## src/rtl/ext_irq_dispatcher.sv

```systemverilog
// ext_irq_dispatcher
//   Collects device interrupt request lines and latches their rising edges as
//   pending events. It arbitrates among the pending sources that are enabled
//   and presents one request at a time to the core over ACTIVE/NUM/ACK.
//
// Configuration macro:
//   IRQ_DISPATCH_ROUND_ROBIN_EN - if defined, arbitration is round-robin. The
//                                 search starts one past the last granted
//                                 source. If undefined, the lowest index wins.
//
// Ports:
//   iCLOCK        clock
//   inRESET       asynchronous active-low reset
//   iRESET_SYNC   synchronous reset (same effect as inRESET)
//   iIRQ_REQ      device request lines, rising-edge sensitive
//   iMASK_VALID   enable-table write strobe
//   iMASK_ENTRY   source index to write (out-of-range entries ignored)
//   iMASK_ENABLE  new enable bit for that entry
//   oEXT_ACTIVE   request valid toward the core
//   oEXT_NUM      source index of the current request
//   iEXT_ACK      one-cycle acceptance pulse from the core
//   oPENDING      pending-event status vector
module ext_irq_dispatcher #(
  parameter int unsigned P_SRC_N = 32
) (
  input  logic               iCLOCK,
  input  logic               inRESET,
  input  logic               iRESET_SYNC,
  input  logic [P_SRC_N-1:0] iIRQ_REQ,
  input  logic               iMASK_VALID,
  input  logic [5:0]         iMASK_ENTRY,
  input  logic               iMASK_ENABLE,
  output logic               oEXT_ACTIVE,
  output logic [5:0]         oEXT_NUM,
  input  logic               iEXT_ACK,
  output logic [P_SRC_N-1:0] oPENDING
);

  typedef enum logic [1:0] {
    StIdle = 2'd0,
    StReq  = 2'd1,
    StGap  = 2'd2
  } state_e;

  state_e             state_q, state_d;
  logic [P_SRC_N-1:0] req_prev_q, req_prev_d;
  logic [P_SRC_N-1:0] pending_q, pending_d;
  logic [P_SRC_N-1:0] enable_q, enable_d;
  logic [5:0]         num_q, num_d;

  logic [P_SRC_N-1:0] irq_event;
  logic [P_SRC_N-1:0] cand;
  logic               cand_any;
  logic [5:0]         winner;
  logic               ack_accept;

  // Index of the lowest set bit; zero when the vector is empty.
  function automatic logic [5:0] lowest_set(input logic [P_SRC_N-1:0] v);
    logic [5:0] idx;
    idx = '0;
    for (int i = int'(P_SRC_N) - 1; i >= 0; i--) begin
      if (v[i]) idx = 6'(i);
    end
    return idx;
  endfunction

  assign irq_event  = iIRQ_REQ & ~req_prev_q;
  assign cand       = pending_q & enable_q;
  assign cand_any   = |cand;
  assign ack_accept = (state_q == StReq) && iEXT_ACK;

`ifdef IRQ_DISPATCH_ROUND_ROBIN_EN
  localparam logic [6:0] SrcN = 7'(P_SRC_N);

  logic [5:0]         ptr_q, ptr_d;
  logic [P_SRC_N-1:0] cand_rot;
  logic [6:0]         win_sum;
  logic [6:0]         win_next;

  // Rotate so that bit 0 is the search start. The lowest set bit of the
  // rotated vector is then the first candidate at or after the pointer.
  assign cand_rot = (cand >> ptr_q) | (cand << (P_SRC_N - 32'(ptr_q)));

  always_comb begin
    win_sum = {1'b0, ptr_q} + {1'b0, lowest_set(cand_rot)};
    if (win_sum >= SrcN) win_sum = win_sum - SrcN;
    winner   = win_sum[5:0];
    win_next = win_sum + 7'd1;
    if (win_next == SrcN) win_next = '0;
  end
`else
  assign winner = lowest_set(cand);
`endif

  always_comb begin
    req_prev_d = iIRQ_REQ;
    state_d    = state_q;
    num_d      = num_q;
    enable_d   = enable_q;
    pending_d  = pending_q;
`ifdef IRQ_DISPATCH_ROUND_ROBIN_EN
    ptr_d      = ptr_q;
`endif

    // A matching compare never hits entries at or above P_SRC_N.
    for (int i = 0; i < int'(P_SRC_N); i++) begin
      if (iMASK_VALID && (iMASK_ENTRY == 6'(i))) enable_d[i] = iMASK_ENABLE;
      if (ack_accept && (num_q == 6'(i))) pending_d[i] = 1'b0;
    end
    // A new edge on the source being acknowledged must survive the clear.
    pending_d = pending_d | irq_event;

    unique case (state_q)
      StIdle: begin
        if (cand_any) begin
          num_d   = winner;
          state_d = StReq;
`ifdef IRQ_DISPATCH_ROUND_ROBIN_EN
          ptr_d   = win_next[5:0];
`endif
        end
      end
      StReq:   if (iEXT_ACK) state_d = StGap;
      StGap:   state_d = StIdle;
      default: state_d = StIdle;
    endcase

    if (iRESET_SYNC) begin
      req_prev_d = '0;
      state_d    = StIdle;
      num_d      = '0;
      enable_d   = '1;
      pending_d  = '0;
`ifdef IRQ_DISPATCH_ROUND_ROBIN_EN
      ptr_d      = '0;
`endif
    end
  end

  always_ff @(posedge iCLOCK or negedge inRESET) begin
    if (!inRESET) begin
      state_q    <= StIdle;
      req_prev_q <= '0;
      pending_q  <= '0;
      enable_q   <= '1;
      num_q      <= '0;
`ifdef IRQ_DISPATCH_ROUND_ROBIN_EN
      ptr_q      <= '0;
`endif
    end else begin
      state_q    <= state_d;
      req_prev_q <= req_prev_d;
      pending_q  <= pending_d;
      enable_q   <= enable_d;
      num_q      <= num_d;
`ifdef IRQ_DISPATCH_ROUND_ROBIN_EN
      ptr_q      <= ptr_d;
`endif
    end
  end

  assign oEXT_ACTIVE = (state_q == StReq);
  assign oEXT_NUM    = num_q;
  assign oPENDING    = pending_q;

endmodule

```

## config.mk

```make
export PLATFORM = sky130hd
export DESIGN_NAME = ext_irq_dispatcher
export DESIGN_NICKNAME = d
export VERILOG_FILES = /design/src/rtl/ext_irq_dispatcher.sv
export SDC_FILE = /design/constraint.sdc
export NUM_CORES = 1
export LEC_CHECK = 0
export BUFFER_PORTS_ARGS = -buffer_cell sky130_fd_sc_hd__buf_4
export CAP_MARGIN = 20
export CORE_ASPECT_RATIO = 0.6
export CORE_MARGIN = 1.5
export CORE_UTILIZATION = 30
export DETAILED_ROUTE_END_ITERATION = 10
export GPL_TIMING_DRIVEN = 0
export PLACE_DENSITY = 0.59
export REMOVE_ABC_BUFFERS = 1
export SLEW_MARGIN = 20
export SYNTH_ARGS = -nofsm -noshare
export SYNTH_HDL_FRONTEND = slang
export SYNTH_SLANG_ARGS = --single-unit
```

## constraint.sdc

```tcl
create_clock -name iCLOCK -period 2.2 [get_ports iCLOCK]
set_clock_uncertainty 0.2 [all_clocks]
set_input_delay 0.44 -clock iCLOCK [delete_from_list [all_inputs] [get_ports iCLOCK]]
set_output_delay 0.44 -clock iCLOCK [all_outputs]
set_load 0.01 [all_outputs]
```

Word-level counts from Yosys, hierarchy flattened:

Index checks and enable logic that the tools add are counted.

* equal/unequal tests: 65
* mux-type cells: 106
* bitwise gates (word level): 4
* reductions and logical operators: 105

Operators with widths (number)
* $mux 6: 33
* $eq 6x5->1 const B: 32
* $eq 6x4->1 const B: 16
* $mux 32: 3
* $reduce_bool 2->1: 34
* $logic_and 1x1->1: 65
* $and 32x32->32: 2
* $mux 1: 64
* $eq 6x3->1 const B: 8
* $not 32->32: 1
* $or 32x32->32: 1
* $reduce_or 32->1: 1
* $eq 6x2->1 const B: 4
* $eq 6x1->1 const B: 2
* $logic_not 6->1: 2
* $mux 5: 2
* $mux 2: 3
* $pmux 2 s2: 1
* $reduce_and 2->1: 2
* $ne 3x2->1 const B: 1
* $ne 3x3->1 const B: 1
* $eq 2x1->1 const B: 1
* $logic_not 2->1: 1

* bits in registers: 104
* input bits: 44

Logic depth before layout (Yosys ltp):

Gate-level depths: netlist of run 1.

* word-level depth: 36
* mapped depth: 6
* mapped depth without buffers: 6

Worst setup path before layout of run 1:

No wires, ideal clock.

* kind: reg2reg
* from: register pending_q[1] (netlist: oPENDING[1])
* to: register num_q[2] (netlist: oEXT_NUM[2])
* data arrival time: 1.963 ns
* required time: 1.890 ns
* setup slack: -0.073 ns
* cell stages (with the launch flop): 7
* path buffers: 0
* period minus slack after synthesis: 2.273 ns
* path through: dfrtp_1 > a221o_1 > or4_1 > or4_4 > o21ai_4 > nand2_1 > o41ai_1

* cells in the longest elaborated chain, start to end: 6

Ends and longest elaborated chain
* from (decl): line 47 `logic [P_SRC_N-1:0] pending_q, pending_d;`
* from (signal assigned): line 153 `pending_q <= pending_d;`
* $and 32x32->32 *: line 68 `assign cand = pending_q & enable_q;`
* $mux 6 (2 in a row): line 62 `if (v[i]) idx = 6'(i);`
* $mux 6: line 115 `if (cand_any) begin`
* $mux 6: line 113 `unique case (state_q)`
* $mux 6: line 128 `if (iRESET_SYNC) begin`
* to (signal assigned): line 155 `num_q <= num_d;`
* to (decl): line 49 `logic [5:0] num_q, num_d;`

Every way passes the cells marked *; elsewhere a longest branch is shown, timed or not. The select of a mux whose other input is x is not followed.
A chain may end at the register's enable or synchronous reset.

Final worst setup path of run 1:

* from: register enable_q[1]
* to: register num_q[1] (netlist: oEXT_NUM[1])

* cells in the longest elaborated chain, start to end: 6

Ends and longest elaborated chain
* from (decl): line 48 `logic [P_SRC_N-1:0] enable_q, enable_d;`
* from (signal assigned): line 154 `enable_q <= enable_d;`
* $and 32x32->32 *: line 68
* $mux 6 (2 in a row): line 62
* $mux 6: line 115
* $mux 6: line 113
* $mux 6: line 128

Marks and branches as above.

==> out/qor.txt, run 1 <==
status - finished with violations
failing checks - hold timing, setup timing
Layout Cells excl Fill - 782
area of the die - 17,100 sq um
Die X - 168 microns
GRT overflow - 0
CTS tree - done
port buffer count - 81
total CTS buffers - 9
DRT met1 WL - 7.83 mm
worst hold slack - -0.0178 ns
number of synthesized flops with an enable pin - 0
Main synth FF type - dfrtp_1
f_max - 421 MHz
GRT Util Overall - 0.181
final setup TNS - -0.596 ns
top routing layer used - met4
first-pass GRT wire length - 23.3 mm
Crit Path Class - flip-flop to flip-flop
CP required - 2.23 ns
CORE AREA - 15,600 sq um
syn_area_per_cell - 10.1 sq um
Min Clock Period, post-route - 2.38 ns
FFs w/ async S/R, synth - 1.00
worst setup margin - -0.176 ns
Crit path arrival time - 2.40 ns
fin crit share - 1.08
Max-Cap Viols - 0
final setup fails - 4
Hold WC Path Type - primary input to async pin
pin count of the biggest net entering global routing - 104
Antenna Nets Post-Route - 0
Finished Cell Area - 6240 sq um
Synth top area share - 0.364
Max rail drop VDD - 0.406 mV
met2 WL - 5.98 mm
drt drc - 0
Routed wire per std cell - 19.1 microns
Cells after Synth - 482
CP Capture Type - flip-flop
initial DRC count - 362
DR pass1 iterations - 4
Yosys Warn Count - 0
fin. max-slew vios - 0
Final Wtd Congestion - 0.882
FP Rows - 35
actual slew at the worst max-slew pin - 0.955 ns
Syn Std Cell Area - 4890 sq um
H-Tree Depth - 3
Unique masters post-synth - 49
clk sinks - 103
Place WS - -0.782 ns
normalized max-slew margin - 0.363
DP HPWL - 9.92 mm
Core Util, Final - 0.399
vias in the first global route - 4,106
Post-Place Cells - 746
I/O Pins - 83
WL final - 14.9 mm
count leader, synth - dfrtp_1
met3 wire len - 986 microns
most frequent cells after synthesis - dfrtp_1 (71), nand2b_1 (44), nand2_1 (41)
Starting Density - 0.313
DR vias/cell - 5.26
root buffer cell - clkbuf_16
pwr dens - 755 nW/um^2
CP Launch Type - flip-flop
leakage - 2.64 nW
initial antenna violation count - 0
Tot Pwr - 4.71 mW
register bit total from synthesis - 103
r2r worst-path depth - 5
CTS Buffer Depth - 2
clock slew at reported path FFs - 0.07 ns
unrepaired setup endpoints after global routing - yes
sequential area share after synthesis - 0.536
Fin. Hold Viols - 14
largest cells by area after synthesis - dfrtp_1 (36%), dfstp_2 (17%), nand2b_1 (5.6%)
Post-DP Area - 5670 sq um
Post-layout nets - 618
vias - 4,113
Die Ht - 102 microns
post-synth top area cell - dfrtp_1
Critical Path Fanout Max - 6
ANT cells - 0
share of layout cells above drive strength 1 - 0.288
P&R area growth vs syn - 27.6%
Skew-Pair Late Insertion Delay - 0.35 ns
[layer usage]
| layer | GRT usage | vias up |
|---|---|---|
| li1 | - | 1914 |
| met1 | 0.276 | 2042 |
| met2 | 0.255 | 144 |
| met3 | 0.0449 | 13 |
| met4 | 0.0416 | 0 |
| met5 | 0 | - |
[worst paths after layout]
check	endpoint	slack (ns)	start
min in group iCLOCK	state_q[0]$_DFFE_PN0P_	0.10	iEXT_ACK
max in group asynchronous	oPENDING[6]$_DFF_PN0_	1.09	inRESET
max	oEXT_NUM[1]$_DFFE_PN0P_	-0.18	enable_q[1]$_DFFE_PN1P_
min reg2reg	state_q[0]$_DFFE_PN0P_	0.28	state_q[1]$_DFFE_PN0P_
max reg2reg	oEXT_NUM[1]$_DFFE_PN0P_	-0.18	enable_q[1]$_DFFE_PN1P_
min	req_prev_q[1]$_DFF_PN0_	-0.02	inRESET
[power by group]
| part | leakage [nW] | switching [mW] | internal (mW) |
|---|---|---|---|
| clock | 0.170 | 0.720 | 1.18 |
| sequential | 1.25 | 0.0812 | 1.99 |
| combinational | 1.23 | 0.419 | 0.321 |
| total | 2.64 | 1.22 | 3.49 |
[state kept, by name (all words and copies together), names as in the netlist]
register,count
enable_q,32
oPENDING,32
req_prev_q,32
oEXT_NUM,5
state_q,2
[cell families (layout without fill, tap and decap cells)]
group	count (synthesis)	in the layout	synth area share
buf+inv	22	119	0.0177
simple gates	198	198	0.224
flops	103	103	0.536
mux	8	8	0.0164
other cells	1	1	0.000767
compound gates	150	150	0.206
[final cells by class]
class	instances	area (sq um)
multi-input cells	357	2230
well taps	203	254
flip-flops and latches	103	2620
inverters	2	7.51
fillers	1532	9400
clock buffers	13	260
clock inverters	3	90.1
repair buffers	101	769
[layout by cell type, fill, tap and decap left out, types with 3 or more instances in the layout]
cell type and n:
a31oi_1 4, nor2b_1 37, nand3_1 12, dfrtp_2 3, a32o_1 5, buf_4 99, a21boi_1 10, clkbuf_16 9
bufinv_16 3, nand2b_1 44, a311o_1 12, or4_4 4, a21oi_1 34, a22o_1 11, o21ai_1 26, o21ai_0 22
nor2_1 29, a22oi_1 3, mux2i_1 8, nor3_1 6, nand2_1 39, dfrtp_1 68, dfstp_2 32, nand3b_1 14
a21boi_0 3
[critical path, stage by stage (launching register included)]
cell,delay [ns]
dfstp_2,0.38
a221o_1,0.42
or4_4,0.46
or4_4,0.53
o21ai_4,0.14
o41ai_2,0.12
[timing repair]
item                       in CTS  in global routing
hold buffers                    0                  0
buffers inserted               16                  4
gates resized for setup        10                  5
pin swaps                       9                  6
setup endpoints to repair       6                  4
Note: power is estimated with default switching activity, not from simulation.
==> inputs of run 2 (changes only) <==
- RECOVER_POWER: not set -> 25
==> out/qor.txt, run 2 (same netlist as run 1, synthesis figures left out) <==
ANT cells - 0
Worst path slowest cell - or4_4
initial DRC count - 362
total CTS buffers - 9
GRT Util Overall - 0.181
CP Capture Type - flip-flop
f_max - 421 MHz
clk sinks - 103
final setup TNS - -0.601 ns
DR pass1 iterations - 4
Crit path arrival time - 2.40 ns
filler cell count in the final layout - 1,531
Clock power frac - 0.403
fin. max-slew vios - 0
Max rail drop VDD - 0.405 mV
GRT overflow - 0
Multi-input gate area - 2230 sq um
FP Rows - 35
worst setup margin - -0.177 ns
cell internal pwr - 3.49 mW
Post-DP Area - 5670 sq um
CP max stage delay - 0.53 ns
H-Tree Depth - 3
vias - 4,110
most frequent cells in the layout - buf_4 (99), dfrtp_1 (68), nand2b_1 (44)
P&R area growth vs syn - 27.5%
commonest non-fill, non-tap cell in the layout - buf_4
Reg area - 2620 sq um
Critical Path Fanout Max - 6
Min Clock Period, post-route - 2.38 ns
Starting Density - 0.313
CP Launch Type - flip-flop
vias in the first global route - 4,106
drt drc - 0
first-pass GRT wire length - 23.3 mm
status - finished with violations
switch share - 0.259
Antenna Nets Post-Route - 0
r2r worst-path depth - 5
leakage - 2.64 nW
Die Ht - 102 microns
CTS Buffer Depth - 2
sequential share of power - 0.440
Skew-Pair Late Insertion Delay - 0.35 ns
hold path cells - 2
share of layout cells above drive strength 1 - 0.288
final setup fails - 4
DP HPWL - 9.92 mm
Crit Path Class - flip-flop to flip-flop
WL final - 14.9 mm
normalized max-slew margin - 0.0424
Max-Cap Viols - 0
Place WS - -0.782 ns
worst hold slack - 0.0979 ns
pin count of the biggest net entering global routing - 104
Gate power share - 0.157
Post-layout nets - 618
Hold WC Path Type - primary input to flip-flop
unrepaired setup endpoints after global routing - yes
Final Wtd Congestion - 0.882
fin crit share - 1.08
WP depth - 5
DR vias/cell - 5.26
worst-path cell chain - a221o_1 -> or4_4 -> or4_4 -> o21ai_4 -> o41ai_2
Crit path max-delay family - simple AND/OR/NAND/NOR gates
Fin. Hold Viols - 0
Routed wire per std cell - 19.1 microns
CORE AREA - 15,600 sq um
port buffer count - 81
I/O Pins - 83
Psw - 1.22 mW
cell mode on critical path - or4_4
pwr dens - 755 nW/um^2
clock slew at reported path FFs - 0.07 ns
area of the die - 17,100 sq um
CTS tree - done
root buffer cell - clkbuf_16
WP buf/inv - 0
failing checks - setup timing
CP required - 2.23 ns
Finished Cell Area - 6230 sq um
actual slew at the worst max-slew pin - 1.44 ns
Die X - 168 microns
initial antenna violation count - 0
run 2: worst register-to-register path: stages (launching register included):
cell	delay [ns]
dfstp_2	0.38
a221o_1	0.42
or4_4	0.46
or4_4	0.53
o21ai_4	0.14
o41ai_2	0.12
run 2: final timing paths:
check	endpoint	slack (ns)	from
max	oEXT_NUM[1]$_DFFE_PN0P_	-0.18	enable_q[1]$_DFFE_PN1P_
min	state_q[0]$_DFFE_PN0P_	0.1	iEXT_ACK
max reg2reg	oEXT_NUM[1]$_DFFE_PN0P_	-0.18	enable_q[1]$_DFFE_PN1P_
min reg2reg	state_q[0]$_DFFE_PN0P_	0.28	state_q[1]$_DFFE_PN0P_
max in group asynchronous	oPENDING[6]$_DFF_PN0_	0.55	inRESET
min in group asynchronous	req_prev_q[1]$_DFF_PN0_	0.22	inRESET
run 2: power by group through the flow:
| stage | combinational (mW) | sequential [mW] | clock (mW) |
|---|---|---|---|
| after floorplan | 0.278 | 2.11 | 0 |
| after global routing | 0.807 | 2.08 | 2.01 |
| after detailed placement | 0.655 | 2.11 | 0 |
| final | 0.739 | 2.07 | 1.90 |
| after global placement | 0.641 | 2.11 | 0 |
| after CTS | 0.721 | 2.07 | 1.94 |
run 2: cell type report:
class | instances | share of cell area
Tap cell | 203 | 0.0408
Inverter | 2 | 0.00120
Timing Repair Buffer | 101 | 0.123
Sequential cell | 103 | 0.421
Multi-Input combinational cell | 357 | 0.358
Clock buffer | 13 | 0.0418
Clock inverter | 3 | 0.0145
run 2: timing repair:
action,4_1_cts,5_1_grt
pin swaps,9,6
setup endpoints to repair,6,4
hold buffers,0,0
gates resized for setup,10,5
setup buffers,16,4
run 2: through the flow:
stage	total power [mW]	std cells	utilization
after floorplan	2.38	462	-
after global placement	2.75	746	0.363
after detailed placement	2.77	746	0.363
after CTS	4.72	778	0.396
after global routing	4.90	782	0.399
final	4.71	782	0.399
run 2: routing by layer:
| metal | track usage | vias up | share of wire |
|---|---|---|---|
| met5 | 0 | - | 0 |
| met4 | 0.0416 | 0 | 0.0086 |
| met3 | 0.0449 | 13 | 0.067 |
| met2 | 0.255 | 142 | 0.40 |
| met1 | 0.276 | 2040 | 0.52 |
| li1 | - | 1915 | - |
==> inputs of run 3 (changes only) <==
- CORE_MARGIN: 1.5 -> 4
==> out/qor.txt, run 3 (same netlist as run 1, synthesis figures left out) <==
worst-path cell chain - a22o_4 -> or4_4 -> or4_4 -> o21ai_4 -> nand2_1 -> o41ai_1
leakage - 2.58 nW
drt drc - 0
initial DRC count - 265
sequential share of power - 0.478
pwr dens - 705 nW/um^2
CORE AREA - 15,600 sq um
DR vias/cell - 5.17
initial antenna violation count - 0
GRT overflow - 0
CP max stage delay - 0.55 ns
Post-layout nets - 616
DR pass1 iterations - 6
Max-Cap Viols - 0
Finished Cell Area - 6130 sq um
final setup fails - 4
DP HPWL - 10.1 mm
Final Wtd Congestion - 0.831
Post-Place Cells - 746
actual slew at the worst max-slew pin - 1.42 ns
Antenna Nets Post-Route - 0
FP Rows - 35
Clock power frac - 0.356
Crit path arrival time - 2.41 ns
GRT Util Overall - 0.160
Psw - 1.20 mW
Die Ht - 107 microns
root buffer cell - clkbuf_16
total CTS buffers - 9
most frequent cells in the layout - buf_4 (97), dfrtp_1 (68), nand2b_1 (44)
worst hold slack - 0.0954 ns
normalized max-slew margin - 0.0562
first-pass GRT wire length - 23.1 mm
unrepaired setup endpoints after global routing - yes
final setup TNS - -0.575 ns
vias - 4,031
clk sinks - 103
CP Launch Type - flip-flop
vias in the first global route - 4,042
worst setup margin - -0.169 ns
f_max - 422 MHz
WL final - 14.7 mm
commonest non-fill, non-tap cell in the layout - buf_4
fin. max-slew vios - 0
Layout Cells excl Fill - 780
pin count of the biggest net entering global routing - 104
CP required - 2.24 ns
status - finished with violations
Crit Path Class - flip-flop to flip-flop
P&R area growth vs syn - 25.5%
Core Util, Final - 0.392
H-Tree Depth - 3
Die X - 173 microns
Skew-Pair Late Insertion Delay - 0.35 ns
failing checks - setup timing
Min Clock Period, post-route - 2.37 ns
Critical Path Fanout Max - 6
port buffer count - 81
CTS Buffer Depth - 2
Max rail drop VDD - 0.337 mV
switch share - 0.277
Fin. Hold Viols - 0
area of the die - 18,500 sq um
CTS tree - done
I/O Pins - 83
Worst path slowest cell - or4_4
Starting Density - 0.313
Hold WC Path Type - primary input to flip-flop
cell internal pwr - 3.13 mW
fin crit share - 1.08
Gate power share - 0.165
CP Capture Type - flip-flop
clock slew at reported path FFs - 0.07 ns
cell mode on critical path - or4_4
share of layout cells above drive strength 1 - 0.281
Post-DP Area - 5670 sq um
Routed wire per std cell - 18.8 microns
-- run 3: cell count changes in the layout (fill, tap and decap cells not counted) --
cell,before,now
diode_2,0,1
clkinvlp_4,0,3
clkbuf_1,2,0
o41ai_1,0,2
buf_4,99,97
nand2_2,2,0
bufinv_16,3,0
nand2_1,39,41
clkinv_4,0,1
o41ai_2,2,0
-- run 3: path summary, 6_finish.rpt --
path | from | endpoint | slack, ns | cells past startpoint
worst max-delay path | oPENDING[12]$_DFF_PN0_ | oEXT_NUM[2]$_DFFE_PN0P_ | -0.17 | 6
worst min-delay path | iEXT_ACK | state_q[0]$_DFFE_PN0P_ | 0.1 | 2
worst max register to register | oPENDING[12]$_DFF_PN0_ | oEXT_NUM[2]$_DFFE_PN0P_ | -0.17 | 6
worst min register to register | state_q[1]$_DFFE_PN0P_ | state_q[0]$_DFFE_PN0P_ | 0.28 | 1
max in group asynchronous | inRESET | oPENDING[24]$_DFF_PN0_ | 0.61 | 1
min in group asynchronous | inRESET | req_prev_q[1]$_DFF_PN0_ | 0.21 | 1
-- run 3: what timing repair did --
action,4_1_cts,5_1_grt
hold buffers,0,0
pin swaps,4,3
buffers inserted,12,6
gates cloned,0,0
gates resized for setup,8,3
endpoints found under the setup margin,4,8
-- run 3: routing by layer --
layer  up-vias  share of wire  track usage
met1      1954           0.50        0.239
met2       155           0.40        0.219
met4         0         0.0067       0.0262
li1       1912              -            -
met3        10          0.096       0.0613
met5         -              0            0
-- run 3: power by group through the flow --
stage | sequential, mW | clock [mW] | combinational, mW
4_1_cts | 2.07 | 1.58 | 0.705
2_1_floorplan | 2.11 | 0 | 0.278
5_1_grt | 2.08 | 1.66 | 0.787
3_3_place_gp | 2.10 | 0 | 0.648
6_report | 2.07 | 1.54 | 0.716
3_5_place_dp | 2.11 | 0 | 0.657
-- run 3: worst max-delay path, delay by kind of cell, from the launching register on --
family | cells | cell delay (ns)
AOI/OAI and AO/OA | 3 | 0.47
DFF | 1 | 0.44
and+or+nand+nor | 3 | 1.16
-- run 3: per-stage QoR --
step	power, mW	worst slack, ns
detailed placement	2.77	-0.779
floorplan	2.38	-0.0732
global placement	2.75	-0.748
global route	4.53	-0.232
CTS	4.36	-0.139
finish	4.33	-0.169
-- run 3: layout make-up --
cell class	instances	area [sq um]
well taps	203	254
clock buffers	11	253
inverters	2	7.51
diodes	1	2.50
clock inverters	4	31.3
multi-input cells	357	2210
repair buffers	99	751
flip-flops and latches	103	2620
fillers	1559	9500
